--- src/rtl/uart_pkg.sv ---
// Shared types and constants for the UART receive path.
package uart_pkg;

  typedef enum logic [2:0] {
    IDLE,
    START,
    DATA,
    PARITY,
    STOP,
    WAIT_HIGH
  } rx_state_t;

  localparam int OVERSAMPLE = 16;
  localparam int MID_SAMPLE = 7;

  // Clocks per oversample tick, rounded to nearest.
  function automatic int calc_div(input int clk_freq_hz, input int baud);
    return (clk_freq_hz + (baud * OVERSAMPLE) / 2) / (baud * OVERSAMPLE);
  endfunction

endpackage

--- src/rtl/sync_fifo.sv ---
// Synchronous first-word-fall-through FIFO; head shows the oldest entry while non-empty.
// A push that finds the FIFO full (and no pop that cycle) is dropped and flagged on overrun.
module sync_fifo #(
  parameter int WIDTH = 8,
  parameter int DEPTH = 16
) (
  input  logic                     clk,
  input  logic                     reset,
  input  logic                     push,
  input  logic [WIDTH-1:0]         push_data,
  input  logic                     pop,
  output logic [WIDTH-1:0]         head,
  output logic                     full,
  output logic                     empty,
  output logic [$clog2(DEPTH):0]   count,
  output logic                     overrun
);

  localparam int AW = $clog2(DEPTH);
  localparam logic [AW:0] FULL_COUNT = (AW + 1)'(DEPTH);

  logic [WIDTH-1:0] mem [DEPTH];
  logic [AW-1:0]    wr_ptr;
  logic [AW-1:0]    rd_ptr;
  logic             do_push;
  logic             do_pop;

  assign empty   = (count == '0);
  assign full    = (count == FULL_COUNT);
  assign do_pop  = pop && !empty;
  // A pop in the same cycle frees the slot, so a full FIFO still accepts the push.
  assign do_push = push && (!full || do_pop);
  assign head    = empty ? '0 : mem[rd_ptr];

  always_ff @(posedge clk) begin
    if (do_push) mem[wr_ptr] <= push_data;
  end

  always_ff @(posedge clk or posedge reset) begin
    if (reset) begin
      wr_ptr  <= '0;
      rd_ptr  <= '0;
      count   <= '0;
      overrun <= 1'b0;
    end else begin
      overrun <= push && !do_push;
      if (do_push) wr_ptr <= wr_ptr + 1'b1;
      if (do_pop)  rd_ptr <= rd_ptr + 1'b1;
      case ({do_push, do_pop})
        2'b10:   count <= count + 1'b1;
        2'b01:   count <= count - 1'b1;
        default: count <= count;
      endcase
    end
  end

endmodule

--- src/rtl/uart_rx_buffered.sv ---
// 16x-oversampled RS-232 receiver feeding a FWFT byte FIFO for the port 0x01/0x02 read path.
// Define UART_RX_PARITY_EN to insert an even-parity bit between the data bits and stop.
//
// state     | meaning
// IDLE      | waiting for a start edge (only once armed)
// START     | confirming the start bit at mid-bit
// DATA      | shifting in 8 data bits, LSB first
// PARITY    | sampling the parity bit (parity build only)
// STOP      | sampling stop bit; push byte or flag error
// WAIT_HIGH | line held low after a bad stop bit; wait for idle
module uart_rx_buffered
  import uart_pkg::*;
#(
  parameter int CLK_FREQ_HZ = 12000000,
  parameter int BAUD        = 9600,
  parameter int OVERSAMPLE  = 16,
  parameter int FIFO_DEPTH  = 16
) (
  input  logic       clk,
  input  logic       reset,
  input  logic       rs232_rx,
  output logic [7:0] rx_data_out,
  output logic       rx_data_present,
  input  logic       read_rx_data_ack,
  output logic       rx_fifo_full,
  output logic       framing_error,
  output logic       overrun_error,
  output logic       parity_error
);

  localparam int DIV = calc_div(CLK_FREQ_HZ, BAUD);
  localparam int DW  = (DIV > 1) ? $clog2(DIV) : 1;
  localparam logic [DW-1:0] DIV_RELOAD = DW'(DIV - 1);
  localparam logic [3:0]    LAST_TICK  = 4'(OVERSAMPLE - 1);
  localparam logic [3:0]    MID_TICK   = 4'(MID_SAMPLE);
  localparam int CW = $clog2(FIFO_DEPTH) + 1;

  rx_state_t     state;
  logic          rx_meta;
  logic          rx_sync;
  logic [DW-1:0] div_cnt;
  logic          tick;
  logic          start_edge;
  logic          armed;
  logic          low_seen;
  logic [3:0]    tick_cnt;
  logic [2:0]    bit_idx;
  logic [7:0]    shift_reg;
  logic          push;
  logic          fifo_empty;
  logic [CW-1:0] fifo_count;
  logic          unused_count;

  always_ff @(posedge clk or posedge reset) begin
    if (reset) begin
      rx_meta <= 1'b1;
      rx_sync <= 1'b1;
    end else begin
      rx_meta <= rs232_rx;
      rx_sync <= rx_meta;
    end
  end

  assign tick       = (div_cnt == '0);
  assign start_edge = (state == IDLE) && armed && !rx_sync;

  // Down-counter reloads on the start edge so every sample is phase-aligned to it.
  always_ff @(posedge clk or posedge reset) begin
    if (reset)                    div_cnt <= DIV_RELOAD;
    else if (start_edge || tick)  div_cnt <= DIV_RELOAD;
    else                          div_cnt <= div_cnt - 1'b1;
  end

`ifdef UART_RX_PARITY_EN
  logic parity_bit;
`else
  assign parity_error = 1'b0;
`endif

  always_ff @(posedge clk or posedge reset) begin
    if (reset) begin
      state         <= IDLE;
      armed         <= 1'b0;
      low_seen      <= 1'b0;
      tick_cnt      <= '0;
      bit_idx       <= '0;
      shift_reg     <= '0;
      push          <= 1'b0;
      framing_error <= 1'b0;
`ifdef UART_RX_PARITY_EN
      parity_bit    <= 1'b0;
      parity_error  <= 1'b0;
`endif
    end else begin
      push          <= 1'b0;
      framing_error <= 1'b0;
`ifdef UART_RX_PARITY_EN
      parity_error  <= 1'b0;
`endif
      // Arm only after a full tick interval of idle line, so a frame cut by reset is ignored.
      if (!armed) begin
        if (tick) begin
          armed    <= rx_sync && !low_seen;
          low_seen <= 1'b0;
        end else if (!rx_sync) begin
          low_seen <= 1'b1;
        end
      end

      case (state)
        IDLE: begin
          if (armed && !rx_sync) begin
            state    <= START;
            tick_cnt <= '0;
          end
        end
        START: begin
          if (tick) begin
            if (tick_cnt == MID_TICK) begin
              tick_cnt <= '0;
              bit_idx  <= '0;
              state    <= rx_sync ? IDLE : DATA;
            end else begin
              tick_cnt <= tick_cnt + 1'b1;
            end
          end
        end
        DATA: begin
          if (tick) begin
            if (tick_cnt == LAST_TICK) begin
              tick_cnt  <= '0;
              shift_reg <= {rx_sync, shift_reg[7:1]};
              if (bit_idx == 3'd7) begin
`ifdef UART_RX_PARITY_EN
                state <= PARITY;
`else
                state <= STOP;
`endif
              end else begin
                bit_idx <= bit_idx + 1'b1;
              end
            end else begin
              tick_cnt <= tick_cnt + 1'b1;
            end
          end
        end
`ifdef UART_RX_PARITY_EN
        PARITY: begin
          if (tick) begin
            if (tick_cnt == LAST_TICK) begin
              tick_cnt   <= '0;
              parity_bit <= rx_sync;
              state      <= STOP;
            end else begin
              tick_cnt <= tick_cnt + 1'b1;
            end
          end
        end
`endif
        STOP: begin
          if (tick) begin
            if (tick_cnt == LAST_TICK) begin
              tick_cnt <= '0;
              if (rx_sync) begin
                state <= IDLE;
`ifdef UART_RX_PARITY_EN
                if (^{shift_reg, parity_bit}) parity_error <= 1'b1;
                else                          push         <= 1'b1;
`else
                push <= 1'b1;
`endif
              end else begin
                framing_error <= 1'b1;
                state         <= WAIT_HIGH;
              end
            end else begin
              tick_cnt <= tick_cnt + 1'b1;
            end
          end
        end
        WAIT_HIGH: begin
          if (rx_sync) state <= IDLE;
        end
        default: state <= IDLE;
      endcase
    end
  end

  sync_fifo #(
    .WIDTH (8),
    .DEPTH (FIFO_DEPTH)
  ) u_fifo (
    .clk       (clk),
    .reset     (reset),
    .push      (push),
    .push_data (shift_reg),
    .pop       (read_rx_data_ack),
    .head      (rx_data_out),
    .full      (rx_fifo_full),
    .empty     (fifo_empty),
    .count     (fifo_count),
    .overrun   (overrun_error)
  );

  assign rx_data_present = !fifo_empty;
  // Occupancy is only needed by a future TX-side user of the FIFO.
  assign unused_count    = ^fifo_count;

endmodule
--- config.mk ---
export PLATFORM = sky130hd
export DESIGN_NAME = uart_rx_buffered
export DESIGN_NICKNAME = d
export VERILOG_FILES = /design/src/rtl/uart_pkg.sv /design/src/rtl/sync_fifo.sv /design/src/rtl/uart_rx_buffered.sv
export SDC_FILE = /design/constraint.sdc
export NUM_CORES = 1
export LEC_CHECK = 0
export ABC_CLOCK_PERIOD_IN_PS = 7710
export CAP_MARGIN = 10
export CORE_ASPECT_RATIO = 0.9
export CORE_MARGIN = 2
export CORE_UTILIZATION = 30
export CTS_CLUSTER_DIAMETER = 40
export DETAILED_ROUTE_END_ITERATION = 10
export SETUP_SLACK_MARGIN = 0.15
export SLEW_MARGIN = 20
export SYNTH_ARGS = -nofsm -noshare
export SYNTH_HDL_FRONTEND = slang
export SYNTH_HIERARCHICAL = 1
export SYNTH_SLANG_ARGS = --single-unit
--- constraint.sdc ---
create_clock -name clk -period 7.71 [get_ports clk]
set_clock_uncertainty 0.2 [all_clocks]
set_input_delay 1.542 -clock clk [delete_from_list [all_inputs] [get_ports clk]]
set_output_delay 1.542 -clock clk [all_outputs]
set_load 0.01 [all_outputs]
Word-level counts from Yosys, hierarchy flattened
Memories as Yosys holds them, arrays and structs flattened.
Cells that the tools add are included.
Widths: inputs -> output; s select.
{"block": "op_classes", "n_addsub": 7, "mul": 0, "div": 0, "order_cmp": 0, "eq_ne": 22, "shifts": 0, "mux": 41, "bitwise_logic": 1, "reduce_logical": 26}
{"operator": "$mux 3", "count": 15}
{"operator": "$mux 4", "count": 5}
{"operator": "$ne 2x2->1 const B", "count": 9}
{"operator": "$pmux 3 s5", "count": 1}
{"operator": "$mux 1", "count": 14}
{"operator": "$add 4x1->4 const B", "count": 3}
{"operator": "$pmux 4 s3", "count": 1}
{"operator": "$pmux 5 s2", "count": 1}
{"operator": "$eq 3x3->1 const B", "count": 3}
{"operator": "$reduce_and 9->1", "count": 1}
{"operator": "$mux 8", "count": 1}
{"operator": "$logic_and 1x1->1", "count": 7}
{"operator": "$logic_not 7->1", "count": 1}
{"operator": "$mux 7", "count": 1}
{"operator": "$sub 7x1->7 const B", "count": 1}
{"operator": "$ne 2x1->1 const B", "count": 3}
{"operator": "$pmux 3 s2", "count": 1}
{"operator": "$reduce_and 6->1", "count": 1}
{"operator": "$add 5x1->5 const B", "count": 1}
{"operator": "$eq 5x5->1 const B", "count": 1}
{"operator": "$logic_not 1->1", "count": 5}
{"operator": "$logic_not 5->1", "count": 1}
{"operator": "$sub 5x1->5 const B", "count": 1}
{"operator": "$eq 4x3->1 const B", "count": 1}
{"operator": "16 further kinds", "count": 18}
{"block": "totals", "register_bits": 45, "latchBits": 0, "ram_bits": 128, "mem_bits_ro": 0, "inputBits": 4, "n_memories": 1}
{"memory": "u_fifo.mem", "words": 16, "width": 8, "rd": 1, "rd_clocked_by_memory_dff": 0, "wr": 1, "line": "sync_fifo.sv:22", "rtl": "logic [WIDTH-1:0] mem [DEPTH];"}

Depth between registers and ports, before layout
Gate-level depths: netlist of the first run.
{"block": "logic_depth", "ltp_word": 7, "depth_mapped": 9, "mapped_depth_nobuf": 9}

Hierarchy
The synthesis of the first run kept the hierarchy.
{"mod": "sync_fifo", "n_inst": 1, "cells_per_inst": 308, "area_per_inst_um2": 5873.1, "seq_area_each_um2": 4194.0}
{"mod": "uart_rx_buffered", "n_inst": 1, "cells_per_inst": 141, "area_per_inst_um2": 1522.7, "seq_area_each_um2": 783.3}

Worst setup path after synthesis of the first run
No wires, ideal clock.
{"block": "synth_timing", "path_kind": "register -> output", "from": "reg u_fifo.rd_ptr[1]", "to": "out rx_data_out[4]", "arrival_ps": 1693, "t_required_ps": 5968, "setup_slack_ps": 4275, "path_stages_with_launch": 7, "n_path_buf": 2, "cell_sequence": "dfrtp_1 -> buf_2 -> buf_4 -> mux4_2 -> nor2b_1 -> a211oi_1 -> a211oi_1"}
{"block": "synth_via", "elab_chain_cells": 2}
{"element": "from (decl)", "line": "sync_fifo.sv:24", "rtl": "logic [AW-1:0] rd_ptr;"}
{"element": "from (signal assigned)", "line": "sync_fifo.sv:48", "rtl": "if (do_pop) rd_ptr <= rd_ptr + 1'b1;"}
{"element": "$mem_v2 16x8"}
{"element": "$mux 8", "line": "sync_fifo.sv:33", "rtl": "assign head = empty ? '0 : mem[rd_ptr];"}
{"element": "to (decl)", "line": "uart_rx_buffered.sv:22", "rtl": "output logic [7:0] rx_data_out,"}
Every way passes these cells.

Worst setup path after layout of the first run
{"block": "layout_timing", "from": "reg u_fifo.rd_ptr[1]", "to": "out rx_data_out[7]"}
The elaborated chain is that of the path after synthesis.

==> results of run 1 <==
==> routing by layer <==
layer / wire length, µm / global-route usage
met3: 699 / 0.0347
met1: 6610 / 0.158
met4: 168 / 0.0330
met2: 6490 / 0.174
met5: 0 / 0
==> worst max-delay path by stage <==
stage | from | end | slack [ps] | cells past startpoint
4_1_cts | u_fifo/rd_ptr[1]$_DFFE_PP0P_ | rx_data_out[4] | 2740 | 5
6_report | u_fifo/rd_ptr[1]$_DFFE_PP0P_ | rx_data_out[7] | 2780 | 5
5_1_grt | u_fifo/rd_ptr[1]$_DFFE_PP0P_ | rx_data_out[7] | 2570 | 5
2_1_floorplan | u_fifo/rd_ptr[1]$_DFFE_PP0P_ | rx_data_out[4] | 4280 | 6
3_3_place_gp | u_fifo/rd_ptr[1]$_DFFE_PP0P_ | rx_data_out[4] | 3210 | 5
3_5_place_dp | u_fifo/rd_ptr[1]$_DFFE_PP0P_ | rx_data_out[7] | 3210 | 5
==> worst reg2reg max path, delay by kind of cell (launching register included) <==
family / cells / cell delay (ps)
simple gates: 5 / 1510
flops: 1 / 420
compound gates: 2 / 390
fa+ha+maj: 1 / 320
buf+inv: 1 / 80
==> per-stage QoR <==
step | std cells | hold WS [ps] | cell area [µm²]
2_1_floorplan | 449 | 145 | 7400
3_3_place_gp | 759 | 148 | 7890
3_5_place_dp | 759 | 148 | 7890
4_1_cts | 791 | 158 | 8430
5_1_grt | 791 | 166 | 8430
6_report | 791 | 157 | 8430
==> logic make-up (layout without fill, tap and decap cells) <==
| family | count (synthesis) | after routing |
|---|---|---|
| DFF | 173 | 173 |
| buffers and inverters | 38 | 72 |
| adders and majority gates | 14 | 14 |
| xor gates and xnor gates | 15 | 15 |
| AOI/OAI and AO/OA | 50 | 50 |
| other | 1 | 1 |
| and+or+nand+nor | 101 | 101 |
| muxes | 57 | 57 |
==> final cells by class <==
cell class | count | area (µm²) | share of cell area
inverters | 19 | 71.3 | 0.00846
flip-flops and latches | 173 | 4980 | 0.591
well taps | 308 | 385 | 0.0457
clock inverters | 15 | 113 | 0.0134
repair buffers | 21 | 195 | 0.0232
multi-input cells | 238 | 2260 | 0.268
clock buffers | 17 | 425 | 0.0505
==> Yosys cell counts, types with 8 or more instances <==
library cell / number
ha_1: 13
a211oi_1: 18
edfxtp_1: 128
dfrtp_1: 39
nor2b_1: 11
buf_2: 8
xnor2_1: 10
nand2b_1: 9
nand2_1: 17
mux2i_1: 12
inv_1: 19
mux4_2: 32
nor2_1: 24
o21ai_0: 9
mux2_2: 9
==> report_power, final <==
| part | switching (µW) | internal [µW] |
|---|---|---|
| clock network | 363 | 417 |
| logic | 174 | 201 |
| registers | 92.2 | 1020 |
==> flow_summary.yaml, run 1 <==
synth:
  syn_inst: 449
  synth-edff-count: 128
  synth_seq_cells: 173
  syn_area_um2: 7400
  synthMuxAreaShare: 0.135
  synth_cell_type_count: 58
  synth_simple_gate_area_frac: 0.0778
  synth_fa_ha_area_frac: 0.0247
  synth_top_area_frac: 0.520
  ys.flop_type: "edfxtp_1"
  synth_top_area_cell: "edfxtp_1"
  ys_warn_count: 6
  yosysSeqAreaShare: 0.673
  synth_compound_area_frac: 0.0496
  syn_nets: 467
  synthArstFlopShare: 0.260
  synth_top_family_by_area: "multiplexers"
  avgSynthCellArea_um2: 16.5
  netlist_top_cells_area: "edfxtp_1 52%, dfrtp_1 13%, mux4_2 9.7%"
  synthXorXnorAreaFrac: 0.0178
cells_and_area:
  drive_gt1_frac: 0.203
  diodes: 0
  fill_cells: 2258
  final_common_cell: "edfxtp_1"
  nets: 488
  post-route-util: 0.347
  final_cell_mix: "128 x edfxtp_1, 38 x dfrtp_1, 32 x mux4_2"
  largest_reg_flops: 128
  areaGrowthSynthToFinish_pct: 13.9
min_path:
  holdPathStages: 0
  holdPathEnd: "rx_sync$_DFF_PP1_"
  hp-start: "rx_meta$_DFF_PP1_"
  hold_class: "reg -> reg"
clock_tree:
  cts-root-buf: "clkbuf_16"
  cts_setup_buffers: 0
  clock_sinks: 173
  cts.clk_slew.worst_paths_ps: 60
  cts.path.max_buffers: 2
  cts_resized: 0
  insertion_delay_ps: 420
  cts_tree: "built"
  hold_buffers: 0
  cts_made_buffers: 17
  htree_levels: 4
sta:
  fin_setup_tns_ps: 0
  rsz0062_at_grt: "no"
  slew_headroom: 0.267
  setup_violations: 0
  hold_viol: 0
  fmax_mhz: 203
  tightestPinTransition_ps: 1090
  period_share: 0.640
  fin_ws_ps: 2780
  maxSlewViolCount: 0
  min_period_ps: 4930
drt:
  dr.pass1.iters: 4
  routed_wl_um: 14000
  vias: 3825
  drc: 0
  drtIter0Drc: 219
  wl_per_cell_um: 17.7
  antenna_left: 0
  avgViaCountPerCell: 4.84
grt:
  gr-total-overflow: 0
  grt_first_pass_wirelength_um: 22300
  grt_pass1_vias: 3951
  antenna_found_initial: 0
  grt.total_usage: 0.114
  grt_max_degree: 36
critical_path:
  worstSetupStartpointType: "flop"
  reg2reg_depth: 9
  path_delay_family: "flip-flops"
  cp_common_cell: "a211oi_1"
  cp_cell_sequence: "mux4_2 -> nor2b_1 -> a211oi_1 -> a211oi_1 -> clkdlybuf4s50_1"
  r2r-end: "u_fifo/count[4]$_DFFE_PP0P_"
  crit_slowest_cell: "dfrtp_2"
  required_ps: 5970
  rr_startpoint: "u_fifo/count[0]$_DFFE_PP0P_"
  end_kind: "primary output"
  critPathMaxFanout: 35
  critPathKind: "reg -> out"
  r2r_slack_ps: 4730
  path_buf_inv: 1
  cp.arrival_ps: 3190
  cpPeakStageDelay_ps: 1050
place:
  dp_slack_ps: 3210
  gp_congestion: 0.778
  io_buffers: 15
  place_hpwl_um: 9040
run_status:
  status: "complete, no violations"
pwr:
  p_leak_uw: 0.00333
  fin_total_pwr_uw: 2260
  powerDensity_nw_per_um2: 268
  vdd_drop_max_mv: 0.161
floorplanning:
  die_h_um: 153
  fp.dieW_um: 170
  die_area_um2: 25900
  rows: 54
  num_io_pins: 17
  initial_core_util: 0.305
  core_um2: 24300
flow_run:
  max_cap_viol_count: 0
Note: power is estimated with default switching activity, not from simulation.
==> inputs of run 2 (changes only) <==
--- a/config.mk
+++ b/config.mk
@@ -5,7 +5,7 @@
 export SDC_FILE = /design/constraint.sdc
 export NUM_CORES = 1
 export LEC_CHECK = 0
-export ABC_CLOCK_PERIOD_IN_PS = 7710
+export ABC_CLOCK_PERIOD_IN_PS = 4400
 export CAP_MARGIN = 10
 export CORE_ASPECT_RATIO = 0.9
 export CORE_MARGIN = 2
==> constraint.sdc (replaced) <==
create_clock -name clk -period 4.4 [get_ports clk]
set_clock_uncertainty 0.2 [all_clocks]
set_input_delay 0.88 -clock clk [delete_from_list [all_inputs] [get_ports clk]]
set_output_delay 0.88 -clock clk [all_outputs]
set_load 0.01 [all_outputs]
==> flow_summary.yaml, run 2 (synthesis gave the netlist of run 1 again) <==
critical_path:
  crit_cells: 5
  worstSetupStartpointType: "flop"
  end_kind: "primary output"
  critPathMaxFanout: 21
  cp.arrival_ps: 2910
  reg2reg_depth: 9
  crit_path_end: "rx_data_out[4]"
  path_buf_inv: 1
  r2r-end: "u_fifo/count[4]$_DFFE_PP0P_"
  path_delay_family: "flip-flops"
  rr_startpoint: "u_fifo/count[0]$_DFFE_PP0P_"
  r2r_slack_ps: 1400
  cpPeakStageDelay_ps: 780
  crit_slowest_cell: "dfrtp_2"
  cp_cell_sequence: "mux4_2 -> nor2b_1 -> a211oi_1 -> a211oi_1 -> clkdlybuf4s50_1"
  cp_common_cell: "a211oi_1"
  startpoint: "u_fifo/rd_ptr[1]$_DFFE_PP0P_"
  critPathKind: "reg -> out"
  required_ps: 3320
cells_and_area:
  fill_cells: 2230
  nets: 496
  final_common_cell: "edfxtp_1"
  final_cell_mix: "128 x edfxtp_1, 38 x dfrtp_1, 32 x mux4_2"
  areaGrowthSynthToFinish_pct: 15.8
  largest_reg_flops: 128
  diodes: 0
  drive_gt1_frac: 0.222
clock_tree:
  clock_sinks: 173
  cts_resized: 0
  htree_levels: 4
  cts.path.max_buffers: 2
  cts_tree: "built"
  cts_made_buffers: 17
  insertion_delay_ps: 420
  cts_setup_buffers: 0
  hold_buffers: 0
  cts.clk_slew.worst_paths_ps: 70
  cts-root-buf: "clkbuf_16"
sta:
  period_share: 0.906
  maxSlewViolCount: 0
  fin_setup_tns_ps: 0
  fmax_mhz: 251
  hold_viol: 0
  whs_ps: 161
  setup_violations: 0
  min_period_ps: 3990
  rsz0062_at_grt: "no"
  slew_headroom: 0.490
  tightestPinTransition_ps: 765
floorplanning:
  initial_core_util: 0.305
  fp.dieW_um: 170
  die_area_um2: 25900
  die_h_um: 153
  rows: 54
  num_io_pins: 17
  core_um2: 24300
flow_run:
  max_cap_viol_count: 0
run_status:
  status: "complete, no violations"
drt:
  drc: 0
  drtIter0Drc: 318
  routed_wl_um: 14200
  wl_per_cell_um: 17.7
  antenna_left: 0
  dr.pass1.iters: 4
  vias: 3891
  avgViaCountPerCell: 4.87
grt:
  gr-total-overflow: 0
  grt.total_usage: 0.116
  grt_pass1_vias: 4030
  antenna_found_initial: 0
  grt_first_pass_wirelength_um: 22700
  grt_max_degree: 35
pwr:
  powerDensity_nw_per_um2: 479
  p_switching_uw: 1180
  switching_share: 0.287
  p_leak_uw: 0.00341
  p_clk_frac: 0.362
  p_comb_frac: 0.168
  cell_internal_pwr_uw: 2930
  p_seq_frac: 0.470
  vdd_drop_max_mv: 0.272
place:
  io_buffers: 15
  place_hpwl_um: 9520
  gp_congestion: 0.833
min_path:
  hold_class: "reg -> reg"
-- run 2: cell types whose count changed in the layout (fill, tap and decap cells not counted) --
cell and change:
buf_12 +1, buf_4 +7, clkinv_1 -3, clkinv_2 -1, clkinv_4 -1, clkinv_8 +3, clkinvlp_4 -1, inv_12 +1
inv_6 -4, inv_8 +6
-- run 2: worst register-to-register path, cell delays in order (launching register included) --
cell and delay [ps]:
dfrtp_1 420, or4_4 580, o21ai_4 280, or2_2 190, inv_1 70, ha_1 320
nand2b_1 160, a21oi_1 120, or4_1 490, nand3_1 100
-- run 2: worst min path at each step --
stage	startpoint	endpoint	slack, ps	depth (start not counted)
after global routing	rx_meta$_DFF_PP1_	rx_sync$_DFF_PP1_	170	0
after CTS	rx_meta$_DFF_PP1_	rx_sync$_DFF_PP1_	160	0
after detailed placement	rx_meta$_DFF_PP1_	rx_sync$_DFF_PP1_	150	0
final	rx_meta$_DFF_PP1_	rx_sync$_DFF_PP1_	160	0
after floorplan	rx_meta$_DFF_PP1_	rx_sync$_DFF_PP1_	150	0
after global placement	rx_meta$_DFF_PP1_	rx_sync$_DFF_PP1_	150	0
-- run 2: area by class of cell --
cell class	count	area, µm²	area share
Sequential cell	173	4980	0.581
Multi-Input combinational cell	238	2260	0.264
Clock buffer	17	425	0.0497
Clock inverter	15	178	0.0207
Timing Repair Buffer	29	268	0.0313
Tap cell	308	385	0.0450
Inverter	19	71.3	0.00833
-- run 2: metal layers --
| metal | vias to the layer above | GRT usage | share of wire |
|---|---|---|---|
| met4 | 0 | 0.0269 | 0.0047 |
| met1 | 2011 | 0.161 | 0.46 |
| met5 | - | 0 | 0 |
| met2 | 95 | 0.183 | 0.49 |
| li1 | 1780 | - | - |
| met3 | 5 | 0.0300 | 0.045 |
-- run 2: stage by stage --
step           std cells  setup slack [ps]  utilization  area (µm²)  total power, µW
5_1_grt              799               194        0.353        8560             4290
3_3_place_gp         767               843        0.328        7960             2650
6_report             799               415        0.353        8560             4100
4_1_cts              799               334        0.353        8560             4160
2_1_floorplan        449              1630            -        7400             2440
3_5_place_dp         767               787        0.328        7960             2670
-- run 2: power groups by stage --
stage	logic [µW]	clock network, µW	registers [µW]
floorplan	591	0	1850
global placement	685	0	1970
detailed placement	701	0	1970
CTS	701	1520	1940
global route	754	1590	1950
finish	691	1480	1930
